[config.mk]
export PLATFORM = sky130hd
export DESIGN_NAME = dom_and_sched
export DESIGN_NICKNAME = d
export VERILOG_FILES = /design/src/rtl/dom_and_sched.sv
export SDC_FILE = /design/constraint.sdc
export NUM_CORES = 1
export LEC_CHECK = 0
export ABC_AREA = 1
export BUFFER_PORTS_ARGS = -buffer_cell sky130_fd_sc_hd__clkbuf_2
export CORE_MARGIN = 2
export CORE_UTILIZATION = 57
export DETAILED_ROUTE_END_ITERATION = 10
export HOLD_SLACK_MARGIN = 0.1
export PLACE_DENSITY = 0.85
export SETUP_SLACK_MARGIN = 0.1
export SLEW_MARGIN = 30
export SYNTH_ARGS = -nofsm -noshare
export SYNTH_HDL_FRONTEND = slang
export SYNTH_SLANG_ARGS = --single-unit
[constraint.sdc]
create_clock -name clock_0 -period 7.57 [get_ports clock_0]
set_input_delay 2.271 -clock clock_0 [delete_from_list [all_inputs] [get_ports clock_0]]
set_output_delay 2.271 -clock clock_0 [all_outputs]
set_load 0.1 [all_outputs]
[src/rtl/dom_and_sched.sv]
// rtl/dom_and_sched.sv - round-robin scheduler sharing one DOM AND gadget among masked requesters
module dom_and_sched #(
    parameter int N_REQ  = 4,
    parameter int ID_W   = 2,
    parameter int LFSR_W = 32
) (
    input  logic              clock_0,
    input  logic              reset_0,
    input  logic              seed_valid,
    input  logic [LFSR_W-1:0] seed,
    input  logic [N_REQ-1:0]  req_valid,
    input  logic [N_REQ-1:0]  req_a_s0,
    input  logic [N_REQ-1:0]  req_a_s1,
    input  logic [N_REQ-1:0]  req_b_s0,
    input  logic [N_REQ-1:0]  req_b_s1,
    output logic [N_REQ-1:0]  req_ready,
    output logic              g_i0_s0,
    output logic              g_i0_s1,
    output logic              g_i1_s0,
    output logic              g_i1_s1,
    output logic              g_rand,
    input  logic              g_o0_s0,
    input  logic              g_o0_s1,
    output logic [N_REQ-1:0]  rsp_valid,
    output logic              rsp_s0,
    output logic              rsp_s1,
    output logic [ID_W-1:0]   rsp_id,
    output logic              seeded
);

    typedef enum logic {SEED_WAIT, RUN} state_t;

    // Tap positions of x^32+x^22+x^2+x+1 in a right-shifting Fibonacci register
    localparam int TAP_22 = LFSR_W - 22;
    localparam int TAP_2  = LFSR_W - 2;
    localparam int TAP_1  = LFSR_W - 1;

    state_t            state, state_nxt;
    logic [LFSR_W-1:0] lfsr, lfsr_nxt;
    logic [ID_W-1:0]   ptr, ptr_nxt;
    logic              t1_valid, t2_valid;
    logic [ID_W-1:0]   t1_id, t2_id;
    logic              grant_any;
    logic [ID_W-1:0]   grant_id;
    logic [N_REQ-1:0]  grant;
    logic              feedback;
    logic              seed_ok;

    assign seed_ok  = seed_valid && (|seed);
    assign feedback = lfsr[0] ^ lfsr[TAP_22] ^ lfsr[TAP_2] ^ lfsr[TAP_1];

    // Walk downward so the requester closest to the pointer is the last (winning) assignment
    always_comb begin
        logic [ID_W:0] sum;
        grant_any = 1'b0;
        grant_id  = '0;
        sum       = '0;
        if (state == RUN) begin
            for (int k = N_REQ - 1; k >= 0; k--) begin
                sum = {1'b0, ptr} + (ID_W + 1)'(k);
                if (sum >= (ID_W + 1)'(N_REQ)) begin
                    sum = sum - (ID_W + 1)'(N_REQ);
                end
                if (req_valid[sum[ID_W-1:0]]) begin
                    grant_any = 1'b1;
                    grant_id  = sum[ID_W-1:0];
                end
            end
        end
    end

    assign grant     = grant_any ? (N_REQ'(1) << grant_id) : '0;
    assign req_ready = grant;

    // Per-share AND-OR selection keeps s0 and s1 in disjoint logic cones
    assign g_i0_s0 = |(grant & req_a_s0);
    assign g_i0_s1 = |(grant & req_a_s1);
    assign g_i1_s0 = |(grant & req_b_s0);
    assign g_i1_s1 = |(grant & req_b_s1);
    assign g_rand  = (state == RUN) ? lfsr[0] : 1'b0;
    assign seeded  = (state == RUN);

    always_comb begin
        state_nxt = state;
        lfsr_nxt  = lfsr;
        ptr_nxt   = ptr;
        case (state)
            SEED_WAIT: begin
                if (seed_ok) begin
                    lfsr_nxt  = seed;
                    state_nxt = RUN;
                end
            end
            RUN: begin
                if (seed_ok) begin
                    lfsr_nxt = seed;
                end else begin
                    lfsr_nxt = {feedback, lfsr[LFSR_W-1:1]};
                end
                if (grant_any) begin
                    ptr_nxt = (grant_id == ID_W'(N_REQ - 1)) ? '0 : grant_id + 1'b1;
                end
            end
            default: state_nxt = SEED_WAIT;
        endcase
    end

    always_ff @(posedge clock_0 or negedge reset_0) begin
        if (!reset_0) begin
            state    <= SEED_WAIT;
            lfsr     <= '0;
            ptr      <= '0;
            t1_valid <= 1'b0;
            t1_id    <= '0;
            t2_valid <= 1'b0;
            t2_id    <= '0;
        end else begin
            state    <= state_nxt;
            lfsr     <= lfsr_nxt;
            ptr      <= ptr_nxt;
            t1_valid <= grant_any;
            t1_id    <= grant_id;
            t2_valid <= t1_valid;
            t2_id    <= t1_id;
        end
    end

    assign rsp_valid = t2_valid ? (N_REQ'(1) << t2_id) : '0;
    assign rsp_id    = t2_valid ? t2_id : '0;
    assign rsp_s0    = t2_valid & g_o0_s0;
    assign rsp_s1    = t2_valid & g_o0_s1;

endmodule

==> results.json, run 1 <==
{
  "required_ns": 5.30,
  "critPathMaxFanout": 5,
  "finalNetCount": 568,
  "gr-usage-met3_pct": 4.743,
  "final_antenna_net_count": 0,
  "clock.fmax_mhz": 151.3,
  "grt_antenna_before_repair": 0,
  "seq_power_share_pct": 19.3,
  "p_leak_uw": 0.002002,
  "hold_viol_final": 0,
  "final_layout_size_suffix_gt1_share_pct": 17.72,
  "die_y_um": 74.39,
  "cts_max_path_buffers": 2,
  "dpl.hpwl_mm": 4.551,
  "hp-class": "reg -> reg",
  "drtPass1Iterations": 4,
  "final_common_cell": "nand2_1",
  "drtIter0Drc": 173,
  "finalSetupViolCount": 0,
  "dieArea_mm2": 0.005533,
  "syn_area_mm2": 0.002824,
  "switchingPower_uw": 933.7,
  "use_met1_pct": 31.86,
  "start_kind": "primary input",
  "grt_pass1_wl_mm": 10.85,
  "slew_headroom_pct": 42.50,
  "tightestPinTransition_ns": 0.8593,
  "rsz0062_at_grt": "no",
  "cp.arrival_ns": 4.34,
  "ys_ff_latch": 41,
  "synthCells": 448,
  "cts.htree.levels": 2,
  "fin_ws_ns": 0.9627,
  "wl_per_cell_um": 11.06,
  "num_rows": 25,
  "coreArea_mm2": 0.004755,
  "vias_per_cell": 4.990,
  "floorplan.die.width_um": 74.39,
  "clk_latency_ns": 0.30,
  "layout_common_cells": "184 x nand2_1, 73 x clkbuf_2, 70 x nand3_1, 61 x inv_1, 41 x dfrtp_1",
  "tns_ns": 0,
  "endpoint_kind": "output pin",
  "syn_nets": 509,
  "grt_overflow": 0,
  "routed_wl_mm": 6.358,
  "cts_resized": 0,
  "fin_crit_ns": 6.607,
  "vdd_drop_max_v": 0.0003540,
  "grt_max_degree": 53,
  "clock_skew_ns": 0.007648,
  "path_clk_slew_ns": 0.07,
  "port_buffers": 74,
  "cts-root-buf": "clkbuf_8",
  "finalCritPeriodShare_pct": 87.28,
  "track_usage_pct": 24.76,
  "num_antenna_cells": 0,
  "sw_frac_of_total_pct": 62.81,
  "numCtsBuffers": 5,
  "cts_tree": "built",
  "path_class": "in -> out",
  "postCtsSetupRepairBufs": 0,
  "finalMaxSlewViolations": 0,
  "pin_count": 75,
  "use_met2_pct": 43.46,
  "grt.busiest_layer": "met2",
  "hold_buffers": 0,
  "cap_violations": 0,
  "fin_util_pct": 68.92,
  "yosysWarnings": 0,
  "via_count": 2869,
  "post-place-ws_ns": 0.9840,
  "drc": 0,
  "ys_types": 20,
  "start_util_pct": 59.39,
  "area_growth_syn_to_layout_pct": 16.04,
  "p_int_uw": 552.8,
  "p_per_area_mw_per_mm2": 453.6,
  "clock_sinks": 41,
  "grt_pass1_vias": 2578,
  "whs_ns": 0.3496,
  "postSynthAreaPerCell_um2": 6.303,
  "clockPowerShare_pct": 12.4,
  "yosysSeqAreaShare_pct": 36.33,
  "finalWeightedCongestion": 0.8072,
  "status": "finished, final reports clean",
  "p_comb_share_pct": 68.3
}
## layout make-up
class	count	area (um^2)
multi-input cells	320	1423
inverters	62	232.7
clock buffers	7	86.33
clock inverters	1	30.03
flip-flops and latches	41	1026
fillers	418	1478
repair buffers	77	395.4
well taps	67	83.83
## logic make-up after synthesis
| family | after synthesis | synth area share, % |
|---|---|---|
| AO/OA/AOI/OAI | 9 | 1.728 |
| XOR/XNOR | 2 | 0.6204 |
| adder cells (fa/ha/maj) | 4 | 1.772 |
| buffers and inverters | 87 | 13.69 |
| flip-flops | 41 | 36.33 |
| AND/OR/NAND/NOR | 305 | 45.86 |
## layer usage
layer | wire length, um | vias to the layer above
met5 | 0 | -
li1 | - | 1500
met2 | 3120 | 71
met4 | 43 | 0
met1 | 2862 | 1293
met3 | 332 | 5
## synth_stat cells, drive strengths merged
cell	instances	area, um^2
a21oi	2	10.01
buf	14	112.6
clkbuf	11	41.29
clkinv	1	3.750
dfrtp	41	1026
ha	4	50.05
inv	61	229.0
nand2	186	713.2
nand3	70	350.3
nand4	18	112.6
nor2	31	118.9
o21ai	7	38.78
xor2	2	17.52
## critical path, stage by stage
cell	delay, ns
clkbuf_2	0.09
inv_1	0.04
o21ai_0	0.28
nor2_1	0.14
nor2_1	0.11
nand3_1	0.10
nand2_1	0.08
nand2_1	0.08
inv_1	0.13
ha_1	0.27
nand4_1	0.13
nand2_1	0.10
inv_1	0.04
nand2_1	0.04
clkbuf_2	0.44
## state kept, by name, indices dropped and copies added, names as in the netlist
name      cells
t1_id         2
ptr           2
t2_valid      1
t2_id         2
lfsr         32
t1_valid      1
seeded        1
## final timing paths
check / to / slack, ns / startpoint / cells past startpoint
hold reg to reg: t2_valid / 0.35 / t1_valid / 0
max in group asynchronous: t2_id[0] / 5.20 / reset_0 / 1
setup reg to reg: ptr[1] / 5.57 / ptr[0] / 12
setup / recovery: g_i0_s1 / 0.96 / req_valid[3] / 15
hold / removal: t2_valid / 0.35 / t1_valid / 0
min in group asynchronous: lfsr[22] / 1.98 / reset_0 / 1
## per-stage QoR
stage                     cell area [um^2]  std cells  total power (uW)
after CTS                             3277        575              1491
after global placement                3158        567              1290
after detailed placement              3161        567              1307
after global routing                  3277        575              1574
after floorplan                       2824        448              1160
final                                 3277        575              1487
## power groups by stage
stage	Combinational, uW	Clock (uW)	Sequential (uW)
3_5_place_dp	1020	0	291
4_1_cts	1020	186	287
3_3_place_gp	1000	0	290
2_1_floorplan	881	0	279
6_report	1020	184	287
5_1_grt	1090	193	292
Power figures use the tool's default switching activity.
==> run 2, diff against run 1 <==
Settings changed: CORE_UTILIZATION 57 to 41, PLACE_DENSITY 0.85 to 0.65.
==> run 2 against run 1 <==
  * Flip-flop and latch count unchanged
  * Global-route usage decreased by 7.1 points
  * Critical path depth unchanged
  * Combinational power about the same
  * Utilization decreased by 20 points
  * Clock power increased by 14%
  * Cell area increased by 1.0%
  * Setup slack got worse by 0.0035 ns
  * Critical path type unchanged
  * Largest cell class unchanged
  * Highest routed layer unchanged
==> results.json, run 2 (synthesis results as in run 1) <==
{
  "status": "finished, final reports clean",
  "cts_max_path_buffers": 2,
  "whs_ns": 0.3539,
  "hp-class": "reg -> reg",
  "grt_pass1_vias": 2420,
  "finalNetCount": 568,
  "start_kind": "primary input",
  "cts_tree": "built",
  "r2r_slack_ns": 5.58,
  "register_area_mm2": 0.001026,
  "routed_wl_mm": 6.340,
  "max_flop_register": "lfsr",
  "grt_max_degree": 48,
  "hold_buffers": 0,
  "place_area_mm2": 0.003177,
  "multi_input_area_mm2": 0.001423,
  "cp.arrival_ns": 4.34,
  "vdd_drop_max_v": 0.0003796,
  "seq_power_share_pct": 19.0,
  "finalWeightedCongestion": 0.7880,
  "largest_register_ffs": 32,
  "critPathMaxFanout": 5,
  "final_antenna_net_count": 0,
  "grt_antenna_before_repair": 0,
  "drtPass1Iterations": 4,
  "num_rows": 30,
  "p_per_area_mw_per_mm2": 455.8,
  "vias_per_cell": 4.798,
  "n_fill_cell": 685,
  "postLayoutCellArea_mm2": 0.003311,
  "fin_util_pct": 49.27,
  "wl_per_cell_um": 10.78,
  "finalMaxSlewViolations": 0,
  "p_int_uw": 575.7,
  "finalSetupViolCount": 0,
  "cts-root-buf": "clkbuf_8",
  "path_clk_slew_ns": 0.08,
  "drtIter0Drc": 115,
  "path_class": "in -> out",
  "p_leak_uw": 0.002012,
  "floorplan.die.width_um": 86.99,
  "start_util_pct": 42.03,
  "p_comb_share_pct": 67.1,
  "numCtsBuffers": 5,
  "fin_crit_ns": 6.611,
  "area_growth_syn_to_layout_pct": 17.24,
  "slew_headroom_pct": 52.68,
  "postCtsSetupRepairBufs": 0,
  "finalCritPeriodShare_pct": 87.33,
  "final_layout_size_suffix_gt1_share_pct": 17.91,
  "clockPowerShare_pct": 13.9,
  "drc": 0,
  "tightestPinTransition_ns": 0.7072,
  "coreArea_mm2": 0.006719,
  "num_antenna_cells": 0,
  "dpl.hpwl_mm": 4.489,
  "clock_skew_ns": 0.003166,
  "final_common_cell": "nand2_1",
  "grt_overflow": 0,
  "cap_violations": 0,
  "clock_sinks": 41,
  "switchingPower_uw": 933.2,
  "layout_common_cells": "184 x nand2_1, 73 x clkbuf_2, 70 x nand3_1, 61 x inv_1, 41 x dfrtp_1",
  "via_count": 2821,
  "hold_viol_final": 0,
  "port_buffers": 74,
  "dieArea_mm2": 0.007567,
  "cts.htree.levels": 2,
  "die_y_um": 86.99,
  "clk_latency_ns": 0.29,
  "clock.fmax_mhz": 151.3,
  "rsz0062_at_grt": "no",
  "tns_ns": 0,
  "required_ns": 5.30,
  "grt_pass1_wl_mm": 10.93,
  "cts_resized": 0,
  "sw_frac_of_total_pct": 61.85,
  "pin_count": 75,
  "track_usage_pct": 17.68,
  "endpoint_kind": "output pin"
}
run 2: cell count changes in the layout (fill, tap and decap cells not counted), sizes merged:
cell,previous run,this run
clkbuf,81,79
bufinv,1,2
clkinv,0,1
run 2: critical path, cell delays in order:
cell and delay (ns):
clkbuf_2 0.09, inv_1 0.04, o21ai_0 0.27, nor2_1 0.15, nor2_1 0.11, nand3_1 0.10, nand2_1 0.08, nand2_1 0.08
inv_1 0.13, ha_1 0.27, nand4_1 0.12, nand2_1 0.09, inv_1 0.04, nand2_1 0.04, clkbuf_2 0.45
run 2: through the flow:
| step | power [uW] | instances | setup WS [ns] |
|---|---|---|---|
| floorplan | 1160 | 448 | 0.7083 |
| global placement | 1297 | 580 | 1.033 |
| detailed placement | 1307 | 580 | 0.9795 |
| CTS | 1520 | 588 | 0.9740 |
| global route | 1608 | 588 | 0.6681 |
| finish | 1509 | 588 | 0.9592 |
run 2: final timing paths:
kind,depth (start not counted),start,endpoint
setup / recovery,15,req_valid[3],g_i0_s1
hold / removal,0,t1_id[0],t2_id[0]
setup reg to reg,12,ptr[0],ptr[1]
hold reg to reg,0,t1_id[0],t2_id[0]
max in group asynchronous,1,reset_0,lfsr[1]
min in group asynchronous,1,reset_0,lfsr[15]
run 2: power groups by stage:
stage | Clock (uW) | Sequential, uW | Combinational [uW]
4_1_cts | 216 | 287 | 1020
5_1_grt | 225 | 294 | 1090
6_report | 210 | 287 | 1010
3_5_place_dp | 0 | 291 | 1020
2_1_floorplan | 0 | 279 | 881
3_3_place_gp | 0 | 290 | 1010
run 2: cell type report:
| cell class | count | share of cell area, % |
|---|---|---|
| Sequential cell | 41 | 30.99 |
| Timing Repair Buffer | 77 | 11.94 |
| Clock buffer | 5 | 2.079 |
| Multi-Input combinational cell | 320 | 42.97 |
| Inverter | 62 | 7.029 |
| Clock inverter | 3 | 1.965 |
| Tap cell | 80 | 3.023 |
run 2: per-layer routing:
metal / part of all wire, % / vias to the layer above / GRT usage [%]
met5: 0 / - / 0
met4: 0.84 / 0 / 4.119
met2: 47 / 65 / 28.45
li1: - / 1495 / -
met1: 47 / 1253 / 24.43
met3: 4.5 / 8 / 3.697
